--- src/rtl/npc_pkg.sv ---
// Shared CPU definitions: writeback FSM states and RV32 load funct3 codes.
package npc_pkg;

    typedef enum logic [1:0] {
        IDLE     = 2'd0,
        WAIT_MEM = 2'd1,
        COMMIT   = 2'd2
    } wbu_state_e;

    localparam logic [2:0] F3_LB  = 3'b000;
    localparam logic [2:0] F3_LH  = 3'b001;
    localparam logic [2:0] F3_LW  = 3'b010;
    localparam logic [2:0] F3_LBU = 3'b100;
    localparam logic [2:0] F3_LHU = 3'b101;

endpackage

--- src/rtl/load_ext.sv ---
// Load lane selection and sign/zero extension of an aligned 32-bit memory word.
module load_ext
    import npc_pkg::*;
(
    input  logic [31:0] rdata,
    input  logic [2:0]  funct3,
    input  logic [1:0]  addr_lo,
    output logic [31:0] value
);

    logic [7:0]  byte_sel;
    logic [15:0] half_sel;

    always_comb begin
        byte_sel = rdata[7:0];
        case (addr_lo)
            2'd0:    byte_sel = rdata[7:0];
            2'd1:    byte_sel = rdata[15:8];
            2'd2:    byte_sel = rdata[23:16];
            default: byte_sel = rdata[31:24];
        endcase
        // addr_lo[0] is don't-care for halfwords
        half_sel = addr_lo[1] ? rdata[31:16] : rdata[15:0];
    end

    always_comb begin
        value = rdata;
        case (funct3)
            F3_LB:   value = {{24{byte_sel[7]}}, byte_sel};
            F3_LH:   value = {{16{half_sel[15]}}, half_sel};
            F3_LW:   value = rdata;
            F3_LBU:  value = {24'd0, byte_sel};
            F3_LHU:  value = {16'd0, half_sel};
            default: value = rdata;
        endcase
    end

endmodule

--- src/rtl/wbu.sv ---
// Writeback unit: captures EXU results, waits for load data, commits to RF and IFU.
// Build option WBU_DIFFTEST_EN adds commit_valid/commit_wdata for the simulation checker.
//
// state    | meaning
// IDLE     | accepting an EXU result (in_ready=1)
// WAIT_MEM | load issued, waiting for mem_rvalid (mem_rready=1)
// COMMIT   | result held for IFU handshake (out_valid=1), RF write on handshake
module wbu
    import npc_pkg::*;
(
    input  logic        clk,
    input  logic        rst_n,
    input  logic        in_valid,
    output logic        in_ready,
    input  logic [31:0] in_next_pc,
    input  logic [4:0]  in_rd,
    input  logic        in_rd_wen,
    input  logic [31:0] in_alu_res,
    input  logic        in_is_load,
    input  logic [2:0]  in_funct3,
    input  logic [1:0]  in_addr_lo,
    input  logic        mem_rvalid,
    output logic        mem_rready,
    input  logic [31:0] mem_rdata,
    output logic        rf_wen,
    output logic [4:0]  rf_waddr,
    output logic [31:0] rf_wdata,
    output logic        out_valid,
    input  logic        out_ready,
    output logic [31:0] out_next_pc
`ifdef WBU_DIFFTEST_EN
    ,
    output logic        commit_valid,
    output logic [31:0] commit_wdata
`endif
);

    wbu_state_e  state, state_nxt;
    logic [4:0]  rd_q;
    logic        rd_wen_q;
    logic [31:0] next_pc_q;
    logic [31:0] res_q;
    logic [2:0]  funct3_q;
    logic [1:0]  addr_lo_q;
    logic [31:0] load_val;

    load_ext u_load_ext (
        .rdata   (mem_rdata),
        .funct3  (funct3_q),
        .addr_lo (addr_lo_q),
        .value   (load_val)
    );

    always_ff @(posedge clk or negedge rst_n) begin
        if (!rst_n) begin
            state <= IDLE;
        end else begin
            state <= state_nxt;
        end
    end

    always_comb begin
        state_nxt  = state;
        in_ready   = 1'b0;
        mem_rready = 1'b0;
        out_valid  = 1'b0;
        case (state)
            IDLE: begin
                in_ready = 1'b1;
                if (in_valid) state_nxt = in_is_load ? WAIT_MEM : COMMIT;
            end
            WAIT_MEM: begin
                mem_rready = 1'b1;
                if (mem_rvalid) state_nxt = COMMIT;
            end
            COMMIT: begin
                out_valid = 1'b1;
                if (out_ready) state_nxt = IDLE;
            end
            default: state_nxt = IDLE;
        endcase
    end

    always_ff @(posedge clk or negedge rst_n) begin
        if (!rst_n) begin
            rd_q      <= 5'd0;
            rd_wen_q  <= 1'b0;
            next_pc_q <= 32'd0;
            res_q     <= 32'd0;
            funct3_q  <= 3'd0;
            addr_lo_q <= 2'd0;
        end else begin
            if (state == IDLE && in_valid) begin
                rd_q      <= in_rd;
                rd_wen_q  <= in_rd_wen;
                next_pc_q <= in_next_pc;
                res_q     <= in_alu_res;
                funct3_q  <= in_funct3;
                addr_lo_q <= in_addr_lo;
            end
            if (state == WAIT_MEM && mem_rvalid) begin
                res_q <= load_val;
            end
        end
    end

    // x0 is hardwired; suppress its write here rather than relying on the RF
    assign rf_wen      = out_valid && out_ready && rd_wen_q && (rd_q != 5'd0);
    assign rf_waddr    = rd_q;
    assign rf_wdata    = res_q;
    assign out_next_pc = next_pc_q;

`ifdef WBU_DIFFTEST_EN
    assign commit_valid = out_valid && out_ready;
    assign commit_wdata = res_q;
`endif

endmodule

--- config.mk ---
export PLATFORM = sky130hd
export DESIGN_NAME = wbu
export DESIGN_NICKNAME = d
export VERILOG_FILES = /design/src/rtl/npc_pkg.sv /design/src/rtl/load_ext.sv /design/src/rtl/wbu.sv
export SDC_FILE = /design/constraint.sdc
export NUM_CORES = 1
export LEC_CHECK = 0
export CAP_MARGIN = 30
export CORE_MARGIN = 2
export CORE_UTILIZATION = 43
export CTS_BUF_LIST = sky130_fd_sc_hd__clkbuf_16
export CTS_CLUSTER_SIZE = 20
export DETAILED_ROUTE_END_ITERATION = 8
export GPL_TIMING_DRIVEN = 0
export PLACE_DENSITY = 0.89
export SLEW_MARGIN = 30
export SYNTH_ARGS = -nofsm -noshare
export SYNTH_HDL_FRONTEND = slang
export SYNTH_SLANG_ARGS = --single-unit
--- constraint.sdc ---
create_clock -name clk -period 5.35 [get_ports clk]
set_clock_uncertainty 0.05 [all_clocks]
set_input_delay 1.07 -clock clk [delete_from_list [all_inputs] [get_ports clk]]
set_output_delay 1.07 -clock clk [all_outputs]
set_load 0.005 [all_outputs]
==> metrics.csv, run 1 <==
stage,metric,value,unit
status,status,"complete, no violations",
cells_and_area,multiInputGateArea,0.00153,mm2
floorplan,core_area,0.00813,mm2
synthesis,synth_area_per_cell,8.86,um2
placed_design,dp.cells,696,
clock_network,clkLatencyLatePin,0.33,ns
clock_network,cts_tree,done,
power,switching_share,32.1,%
floorplan,io-pin-count,186,
placed_design,postPlaceCellArea,0.00559,mm2
setup_path,r2r-start,state[1],
timing,rsz0062_at_grt,no,
cells_and_area,fin_util,72.2,%
setup_path,crit_family,buffers and inverters,
power,pwr-share-clk,20.2,%
hold_path,min_path_type,reg -> reg,
setup_path,setup.worst_path.start,out_ready,
synthesis,syn_inst,405,
drt,wirelength,11.8,mm
clock_network,cts_resized,0,
cells_and_area,layout.nets,715,
cells_and_area,n_antenna_cell,0,
synthesis,synth_top_family_by_area,simple AND/OR/NAND/NOR gates,
floorplan,dieArea,0.00910,mm2
setup_path,cpPeakStageDelay,0.52,ns
setup_path,cp-endpoint,rf_wen,
synthesis,syn-num-nets,518,
timing,timing.fmax,0.297,GHz
hold_path,worstHoldStart,out_next_pc[2],
placed_design,dp_hpwl,9.08,mm
drt,vias_per_cell,5.24,
clock_network,cts-root-buf,clkbuf_16,
clock_network,clkTransAtPathRegs,0.06,ns
clock_network,cts_setup_buffers,0,
setup_path,crit_buf_inv,2,
timing,setup_tns,0,ns
placed_design,port_buffers,185,
setup_path,cp_data_arrival_time,2.25,ns
clock_network,cts_buffer_depth,2,
grt,grt_util_all_layers,25.9,%
synthesis,synthAdderAreaFrac,0,%
setup_path,worst-setup-path-type,in -> out,
setup_path,path_common_cell,clkdlybuf4s50_1,
synthesis,syn_area,0.00359,mm2
synthesis,yosys.area_share.xor_xnor,0,%
power,power_density,488,mW/mm2
drt,drtIter0Drc,183,
power,p_comb_share,44.7,%
drt,vias,3734,
timing,final-hold-violation-count,0,
setup_path,crit_required,4.23,ns
synthesis,synth.distinct_cells,33,
grt,grt_pass1_wl,18.0,mm
timing,fin_crit,3.37,ns
run,cap_violations,0,
drt,wl_per_cell,16.6,um
timing,drv_slew,0,
timing,relSlewSlack,62.3,%
grt,antenna_found_initial,0,
grt,grt_max_degree,41,
synthesis,yosysWarnings,0,
power,power_switching,921,uW
drt,antenna_left,0,
setup_path,crit_fanout,2,
timing,tightest_slew,0.565,ns
synthesis,ys_seq_elements,77,
setup_path,worst_r2r_path_depth,6,
power,fin_total_pwr,2.87,mW
drt,drc,0,
cells_and_area,layout-drive-gt1-share,7.08,%
grt,grt_overflow,0,
floorplan,die_y,95.4,um
cells_and_area,area_delta_synth_final,63.7,%
timing,timing.final.crit_share,63.0,%
cells_and_area,final_cells,712,
power,internal-power,1.95,mW
setup_path,path_depth,4,
setup_path,cp_slowest_cell,clkdlybuf4s50_1,
synthesis,yosys.area_share.simple,25.6,%
synthesis,synth_compound_area_share,11.6,%
setup_path,cp-start-kind,input port,
drt,dr.pass1.iters,5,
floorplan,die_w,95.4,um
timing,setup_viol,0,
clock_network,numCtsBuffers,9,
cells_and_area,final_area,0.00588,mm2
synthesis,synth.mux.area_fraction,5.44,%
setup_path,path_cells,clkdlybuf4s50_1 -> nand3_1 -> a21oi_1 -> clkdlybuf4s50_1,
clock_network,cts.sinks,77,
cells_and_area,final-seq-area,0.00193,mm2
power,peakVddDrop,0.247,mV
placed_design,place.gp.congestion,0.832,
grt,grt_pass1_vias,3624,
setup_path,ff2ff_setup_slack,3.16,ns
floorplan,row_count,33,
floorplan,initial_core_util,44.1,%
cells_and_area,fillers,624,
clock_network,cts_hold_buf,0,
synthesis,ys_seq_area_share,53.7,%
setup_path,end_kind,primary output,
clock_network,htreeDepth,3,
power,power_leakage,2.66,nW
setup_path,reg2reg_to,rf_wdata[30],
power,seq_power_share,35.2,%
==> cell type report <==
cell class	instances	area share [%]
multi-input combinational	301	26.1
clock buffer	9	3.83
sequential	77	32.8
inverter	1	0.0639
buffer	26	2.15
tap	105	2.24
clock inverter	7	1.02
timing repair buffer	186	31.8
==> registers in the layout, indices dropped and copies added, names as in the netlist <==
signal / count
addr_lo_q: 2
funct3_q: 3
out_next_pc: 32
rd_wen_q: 1
rf_waddr: 5
rf_wdata: 32
state: 2
==> kinds of logic after synthesis <==
logic type,Yosys count
and+or+nand+nor,223
DFF,77
AOI/OAI and AO/OA,61
buffers and inverters,27
muxes,17
==> per-stage QoR <==
| step | hold WS [ns] | setup slack [ns] |
|---|---|---|
| detailed placement | 0.413 | 1.99 |
| global route | 0.450 | 1.92 |
| CTS | 0.427 | 1.97 |
| global placement | 0.408 | 0.522 |
| floorplan | 0.396 | 2.97 |
| finish | 0.426 | 1.98 |
==> cell usage in the layout, fill, tap and decap left out, types with 2 or more instances in the layout <==
cell / n
nor2b_1: 5
clkinv_2: 2
o22ai_1: 9
o21ai_0: 4
mux2_2: 10
dfrtp_1: 77
a211oi_1: 7
nand2b_1: 4
inv_1: 4
clkdlybuf4s50_1: 184
buf_4: 3
nor3_1: 2
a21oi_1: 10
a221oi_1: 2
nand3_1: 18
nor2_1: 26
clkbuf_1: 12
buf_2: 11
mux2i_1: 6
nand2_1: 157
a22oi_1: 23
clkbuf_16: 9
or3_1: 6
==> metal layers <==
layer / share of wire, % / up-vias / global-route usage, %
li1: - / 1758 / -
met5: 0 / - / 0
met4: 1.7 / 0 / 8.33
met1: 38 / 1784 / 30.1
met3: 9.7 / 20 / 8.62
met2: 50 / 172 / 45.0
==> Yosys cell counts <==
library cell    n  area (um2)
o21ai_0         4        20.0
nor2b_1         5        31.3
a2111o_1        1        11.3
a31o_2          1        8.76
buf_6           1        11.3
o21a_1          1        7.51
a221oi_1        2        17.5
mux2_2         10         113
a21o_1          1        7.51
o22ai_1         9        56.3
dfrtp_1        77        1930
nand2b_1        4        25.0
nor3_1          2        10.0
a211oi_1        7        52.6
nand3_1        18        90.1
o21ai_1         1        5.00
or2_2           1        6.26
mux2i_1         6        60.1
or3b_2          1        8.76
nand2_1       157         589
mux4_2          1        22.5
nor3b_1         1        7.51
nor2_1         26        97.6
inv_1           1        3.75
a2111oi_0       1        8.76
a21oi_1        10        50.1
buf_4           2        15.0
nand3b_1        1        7.51
buf_2          11        55.1
a22oi_1        23         173
or3_1           6        37.5
and3b_1         1        8.76
clkbuf_1       12        45.0
==> power by group through the flow <==
stage / combinational, mW / clock (mW) / sequential (mW)
5_1_grt: 1.40 / 0.616 / 1.04
3_5_place_dp: 1.29 / 0 / 1.01
6_report: 1.28 / 0.579 / 1.01
2_1_floorplan: 0.514 / 0 / 1.01
4_1_cts: 1.29 / 0.587 / 1.01
3_3_place_gp: 1.25 / 0 / 0.994
==> worst min-delay path: stages (launching register included) <==
cell     delay, ns
dfrtp_1       0.34
nand2_1       0.05
nand2_1       0.05
==> how the worst min path moves through the flow <==
stage / slack, ns / cells after the start / to
after floorplan: 0.40 / 2 / rd_wen_q
after global placement: 0.41 / 2 / out_next_pc[2]
after detailed placement: 0.41 / 2 / out_next_pc[24]
after CTS: 0.43 / 2 / out_next_pc[24]
after global routing: 0.45 / 2 / out_next_pc[2]
final: 0.43 / 2 / out_next_pc[2]
No activity file was read; power rests on OpenSTA's default activity.
==> run 2, diff against run 1 <==
--- a/config.mk
+++ b/config.mk
@@ -7,12 +7,12 @@
 export LEC_CHECK = 0
 export CAP_MARGIN = 30
 export CORE_MARGIN = 2
-export CORE_UTILIZATION = 43
+export CORE_UTILIZATION = 36
 export CTS_BUF_LIST = sky130_fd_sc_hd__clkbuf_16
 export CTS_CLUSTER_SIZE = 20
 export DETAILED_ROUTE_END_ITERATION = 8
 export GPL_TIMING_DRIVEN = 0
-export PLACE_DENSITY = 0.89
+export PLACE_DENSITY = 0.8
 export SLEW_MARGIN = 30
 export SYNTH_ARGS = -nofsm -noshare
 export SYNTH_HDL_FRONTEND = slang
==> constraint.sdc (replaced) <==
create_clock -name clk -period 3.02 [get_ports clk]
set_clock_uncertainty 0.05 [all_clocks]
set_input_delay 0.604 -clock clk [delete_from_list [all_inputs] [get_ports clk]]
set_output_delay 0.604 -clock clk [all_outputs]
set_load 0.005 [all_outputs]
==> run 2 against run 1 <==
  * Setup slack worse by 1.4 ns
  * Sequential share of layout area is 0.37 points lower
  * Global-route usage is 2.8 points lower
  * Cell area is 1.1% higher
  * Sequential power is 77% higher
  * Critical path depth is 1 higher
  * Utilization is 11 points lower
  * Via count is 0.43% lower
  * Clock power is 99% higher
  * Critical endpoint unchanged
==> metrics.csv, run 2 (synthesis results as in run 1) <==
stage,metric,value,unit,change
cells_and_area,fillers,845,,was 624
drt,wl_per_cell,16.7,um,was 16.6 um
cells_and_area,multiInputGateArea,0.00153,mm2,unchanged
timing,final-hold-violation-count,0,,unchanged
drt,drc,0,,unchanged
grt,grt_pass1_wl,19.6,mm,was 18.0 mm
power,switching_share,32.1,%,about the same
clock_network,cts_buffer_depth,2,,unchanged
power,peakVddDrop,0.363,mV,was 0.247 mV
power,pwr-share-clk,22.0,%,was 20.2%
setup_path,cp_slowest_cell,clkdlybuf4s50_1,,unchanged
power,p_comb_share,43.7,%,was 44.7%
clock_network,cts_hold_buf,0,,unchanged
clock_network,cts_tree,done,,unchanged
timing,setup_tns,0,ns,unchanged
placed_design,postPlaceCellArea,0.00563,mm2,was 0.00559 mm2
timing,drv_slew,0,,unchanged
timing,tightest_slew,0.572,ns,was 0.565 ns
timing,relSlewSlack,61.8,%,was 62.3%
floorplan,core_area,0.00973,mm2,was 0.00813 mm2
grt,grt_max_degree,42,,was 41
floorplan,die_w,104,um,was 95.4 um
grt,antenna_found_initial,0,,unchanged
status,status,"complete, no violations",,unchanged
timing,holdWs,0.168,ns,was 0.426 ns
setup_path,cp-start-kind,flop,,was input port
drt,wirelength,12.3,mm,was 11.8 mm
cells_and_area,final-seq-area,0.00193,mm2,unchanged
cells_and_area,layout.nets,715,,unchanged
setup_path,crit_required,2.37,ns,was 4.23 ns
power,power_density,876,mW/mm2,was 488 mW/mm2
cells_and_area,n_antenna_cell,0,,unchanged
clock_network,cts.sinks,77,,unchanged
cells_and_area,layout_common_cells,"clkdlybuf4s50_1 (184), nand2_1 (157), dfrtp_1 (77), nor2_1 (26), a22oi_1 (23)",,unchanged
timing,fin_crit,2.49,ns,
floorplan,dieArea,0.0108,mm2,was 0.00910 mm2
timing,timing.fmax,0.402,GHz,
setup_path,crit_family,buffers and inverters,,unchanged
timing,timing.final.crit_share,82.4,%,
clock_network,htreeDepth,3,,unchanged
power,seq_power_share,34.3,%,was 35.2%
cells_and_area,area_delta_synth_final,65.5,%,was 63.7%
grt,grt_util_all_layers,23.0,%,was 25.9%
placed_design,dp_hpwl,9.46,mm,was 9.08 mm
setup_path,crit_fanout,10,,was 2
clock_network,clkTransAtPathRegs,0.06,ns,about the same
setup_path,path_cells,buf_2 -> nor2b_1 -> nand3_1 -> a21oi_1 -> clkdlybuf4s50_1,,was clkdlybuf4s50_1 -> nand3_1 -> a21oi_1 -> clkdlybuf4s50_1
power,power_leakage,2.66,nW,about the same
setup_path,worst-setup-path-type,reg -> out,,was in -> out
floorplan,initial_core_util,36.9,%,was 44.1%
hold_path,min_path_type,in -> async,,was reg -> reg
clock_network,numCtsBuffers,9,,unchanged
clock_network,cts_setup_buffers,0,,unchanged
grt,grt_pass1_vias,3836,,"was 3,624"
run,cap_violations,0,,unchanged
placed_design,port_buffers,185,,unchanged
clock_network,clkLatencyLatePin,0.34,ns,was 0.33 ns
cells_and_area,final_area,0.00594,mm2,was 0.00588 mm2
floorplan,die_y,104,um,was 95.4 um
setup_path,cpPeakStageDelay,0.52,ns,about the same
setup_path,crit_buf_inv,2,,unchanged
drt,drtIter0Drc,181,,was 183
timing,rsz0062_at_grt,no,,unchanged
drt,antenna_left,0,,unchanged
drt,vias_per_cell,5.02,,was 5.24
drt,dr.pass1.iters,4,,was 5
setup_path,end_kind,primary output,,unchanged
floorplan,row_count,36,,was 33
floorplan,io-pin-count,186,,unchanged
cells_and_area,fin_util,61.1,%,was 72.2%
clock_network,cts-root-buf,clkbuf_16,,unchanged
cells_and_area,layout-drive-gt1-share,7.25,%,was 7.08%
placed_design,place.gp.congestion,0.901,,was 0.832
power,internal-power,3.54,mW,was 1.95 mW
setup_path,cp_data_arrival_time,1.83,ns,was 2.25 ns
drt,vias,3718,,"was 3,734"
cells_and_area,final_common_cell,clkdlybuf4s50_1,,unchanged
clock_network,cts_resized,0,,unchanged
timing,setup_viol,0,,unchanged
grt,grt_overflow,0,,unchanged
power,power_switching,1.67,mW,was 921 uW
[run 2: worst register-to-register path: stages (launching register included)]
cell and delay [ns]:
dfrtp_1 0.45, nand3b_1 0.21, buf_2 0.21, nor2_1 0.42, clkbuf_1 0.44, a22oi_1 0.14
nand3_1 0.12
[run 2: metrics by stage]
| step | worst slack, ns | std cells | total power [mW] |
|---|---|---|---|
| after floorplan | 1.23 | 405 | 2.70 |
| after global placement | -1.40 | 723 | 3.99 |
| after detailed placement | 0.282 | 724 | 4.08 |
| after CTS | 0.518 | 740 | 5.24 |
| after global routing | 0.390 | 740 | 5.52 |
| final | 0.533 | 740 | 5.21 |
[run 2: power groups by stage]
stage          Clock, mW  Combinational [mW]  Sequential (mW)
3_5_place_dp           0                2.28             1.80
4_1_cts             1.17                2.29             1.79
6_report            1.15                2.27             1.79
5_1_grt             1.22                2.47             1.84
3_3_place_gp           0                2.21             1.78
2_1_floorplan          0               0.911             1.79
[run 2: final timing paths]
path	start	endpoint	slack [ns]	cells past startpoint
min in group clk	out_next_pc[2]	out_next_pc[2]	0.42	2
max in group asynchronous	rst_n	rf_wdata[31]	2.15	2
worst min-delay path	rst_n	out_next_pc[11]	0.17	1
worst max-delay path	state[0]	rf_wen	0.53	5
worst max register to register	state[1]	rf_wdata[22]	0.93	6
worst min register to register	out_next_pc[2]	out_next_pc[2]	0.42	2
[run 2: layout make-up]
type                       instances  area share, %
buffer                            26           2.13
clock buffer                       9           3.79
clock inverter                     7           1.54
inverter                           1         0.0632
multi-input combinational        301           25.8
sequential                        77           32.4
tap                              133           2.80
timing repair buffer             186           31.5
[run 2: routing by layer]
metal | track usage (%) | share of wire [%] | wire [um]
met4 | 9.75 | 2.7 | 329
met3 | 7.58 | 8.4 | 1040
met2 | 38.1 | 49 | 6050
met5 | 0 | 0 | 0
met1 | 27.6 | 40 | 4920
==> run 3, diff against run 2 <==
==> constraint.sdc (replaced) <==
create_clock -name clk -period 2.1 [get_ports clk]
set_clock_uncertainty 0.05 [all_clocks]
set_input_delay 0.42 -clock clk [delete_from_list [all_inputs] [get_ports clk]]
set_output_delay 0.42 -clock clk [all_outputs]
set_load 0.005 [all_outputs]
==> run 3 against run 2 <==
  * The run now ends with negative hold slack left
  * First-iteration DRC count rose by 6.1%
  * Final cell count rose by 0.41%
  * Sequential cell count did not move
  * Global-route usage rose by 0.081 points
  * Critical path depth rose by 2
  * Register-to-register slack got worse by 0.80 ns
  * Utilization rose by 0.45 points
  * Sequential power rose by 44%
  * Routed wire length barely moved
  * Sequential share of layout area fell by 0.20 points
  * Worst hold slack got worse by 0.18 ns
  * Power rose by 44%
  * Critical path type is now in -> reg
  * Critical endpoint is now out_next_pc[11]
  * Highest routed layer unchanged
==> metrics.csv, run 3 (synthesis results as in run 1) <==
stage,metric,value,unit,change
drt,dr.pass1.iters,4,,unchanged
drt,wl_per_cell,16.6,um,was 16.7 um
cells_and_area,multiInputGateArea,0.00155,mm2,was 0.00153 mm2
setup_path,cp_slowest_cell,clkdlybuf4s50_1,,unchanged
floorplan,dieArea,0.0108,mm2,unchanged
status,violations,negative hold slack,,
timing,drv_slew,0,,unchanged
cells_and_area,final_cells,743,,was 740
cells_and_area,final-seq-area,0.00193,mm2,about the same
placed_design,place.gp.congestion,0.901,,unchanged
grt,antenna_found_initial,0,,unchanged
cells_and_area,layout_common_cells,"clkdlybuf4s50_1 (183), nand2_1 (156), dfrtp_1 (75), nor2_1 (24), a22oi_1 (23)",,"was clkdlybuf4s50_1 (184), nand2_1 (157), dfrtp_1 (77), nor2_1 (26), a22oi_1 (23)"
clock_network,numCtsBuffers,9,,unchanged
setup_path,crit_required,2.28,ns,was 2.37 ns
timing,setup_viol,0,,unchanged
floorplan,initial_core_util,36.9,%,unchanged
cells_and_area,n_antenna_cell,0,,unchanged
clock_network,cts_tree,done,,unchanged
setup_path,end_kind,flop,,was primary output
setup_path,cpPeakStageDelay,0.52,ns,about the same
placed_design,dp.cells,724,,unchanged
clock_network,cts.sinks,77,,unchanged
grt,grt_pass1_vias,3867,,"was 3,836"
floorplan,die_y,104,um,unchanged
cells_and_area,layout.nets,718,,was 715
placed_design,preCtsSetupSlack,-0.454,ns,was 0.282 ns
power,power_density,1260,mW/mm2,was 876 mW/mm2
cells_and_area,fillers,844,,was 845
drt,drc,0,,unchanged
cells_and_area,final_area,0.00599,mm2,was 0.00594 mm2
setup_path,cp_data_arrival_time,2.18,ns,was 1.83 ns
placed_design,dp_hpwl,9.46,mm,unchanged
timing,rsz0062_at_grt,no,,unchanged
drt,wirelength,12.3,mm,about the same
clock_network,htreeDepth,3,,unchanged
cells_and_area,final_common_cell,clkdlybuf4s50_1,,unchanged
power,peakVddDrop,0.521,mV,was 0.363 mV
setup_path,crit_fanout,10,,unchanged
drt,drtIter0Drc,192,,was 181
timing,timing.final.crit_share,95.6,%,
drt,vias_per_cell,5.02,,about the same
grt,grt_max_degree,42,,unchanged
timing,final-hold-violation-count,7,,was 0
grt,grt_pass1_wl,19.7,mm,was 19.6 mm
floorplan,row_count,36,,unchanged
placed_design,postPlaceCellArea,0.00563,mm2,unchanged
setup_path,cp-start-kind,input port,,was flop
cells_and_area,area_delta_synth_final,66.7,%,was 65.5%
setup_path,worst-setup-path-type,in -> reg,,was reg -> out
clock_network,cts_buffer_depth,2,,unchanged
floorplan,io-pin-count,186,,unchanged
power,power_leakage,2.69,nW,was 2.66 nW
timing,holdWs,-0.0118,ns,was 0.168 ns
status,status,"finished, violations left",,"was complete, no violations"
grt,grt_overflow,0,,unchanged
run,cap_violations,0,,unchanged
clock_network,cts-root-buf,clkbuf_16,,unchanged
power,fin_total_pwr,7.52,mW,was 5.21 mW
placed_design,port_buffers,185,,unchanged
timing,setup_ws,0.0926,ns,was 0.533 ns
drt,antenna_left,0,,unchanged
hold_path,min_path_type,in -> async,,unchanged
drt,vias,3733,,"was 3,718"
cells_and_area,layout-drive-gt1-share,9.02,%,was 7.25%
timing,fin_crit,2.01,ns,
floorplan,core_area,0.00973,mm2,unchanged
grt,grt_util_all_layers,23.1,%,was 23.0%
timing,tightest_slew,0.554,ns,was 0.572 ns
floorplan,die_w,104,um,unchanged
clock_network,clkTransAtPathRegs,0.06,ns,about the same
setup_path,path_cells,clkdlybuf4s50_1 -> or3b_2 -> clkbuf_1 -> buf_2 -> buf_2 -> nand2_1 -> nand2_1,,was buf_2 -> nor2b_1 -> nand3_1 -> a21oi_1 -> clkdlybuf4s50_1
timing,timing.fmax,0.498,GHz,
clock_network,clkLatencyLatePin,0.33,ns,was 0.34 ns
clock_network,cts_hold_buf,0,,unchanged
timing,relSlewSlack,63.0,%,was 61.8%
run 3: cell types whose count changed in the layout (fill, tap and decap cells not counted), sizes merged:
cell,before,now
buf,16,19
clkdlybuf4s50,184,183
dlygate4sd2,0,1
run 3: routing by layer:
layer / up-vias / global-route usage (%) / wire, um
met3: 25 / 7.58 / 1110
li1: 1768 / - / -
met1: 1755 / 27.6 / 4900
met4: 0 / 10.0 / 332
met2: 185 / 38.2 / 5990
met5: - / 0 / 0
run 3: final cells by class:
cell class | instances | area share (%)
timing repair buffer | 190 | 31.7
inverter | 1 | 0.0627
tap | 133 | 2.78
clock buffer | 9 | 3.76
sequential | 77 | 32.2
buffer | 25 | 2.07
clock inverter | 7 | 1.53
multi-input combinational | 301 | 25.9
run 3: critical path: cells and delay by family:
kind	cells	cell delay [ns]
simple gates	3	0.61
buf+inv	4	1.14
run 3: what timing repair did:
item / CTS / global route
buffers inserted: 4 / 0
endpoints found under the setup margin: 12 / 13
resized for setup: 7 / 4
run 3: where the power goes:
part           switching [mW]  total (mW)  internal (mW)
clock network           0.612        1.65           1.03
registers               0.417        2.57           2.15
logic                    1.37        3.30           1.93
total                    2.40        7.52           5.11
run 3: final timing paths:
| check | startpoint | endpoint | slack, ns | cells after the start |
|---|---|---|---|---|
| setup / recovery | in_valid | out_next_pc[11] | 0.09 | 7 |
| hold / removal | rst_n | out_next_pc[11] | -0.01 | 1 |
| setup reg to reg | state[1] | out_next_pc[11] | 0.13 | 7 |
| hold reg to reg | out_next_pc[2] | out_next_pc[2] | 0.42 | 2 |
| max in group asynchronous | rst_n | state[0] | 1.38 | 2 |
| min in group clk | out_next_pc[2] | out_next_pc[2] | 0.42 | 2 |
run 3: stage by stage:
| stage | utilization, % | TNS, ns | hold slack (ns) |
|---|---|---|---|
| global placement | 57.6 | -177.77 | 0.408 |
| floorplan | - | 0 | 0.0744 |
| global route | 61.5 | 0 | 0.0246 |
| detailed placement | 57.8 | -16.74 | 0.370 |
| finish | 61.5 | 0 | -0.0118 |
| CTS | 61.5 | 0 | 0.00802 |
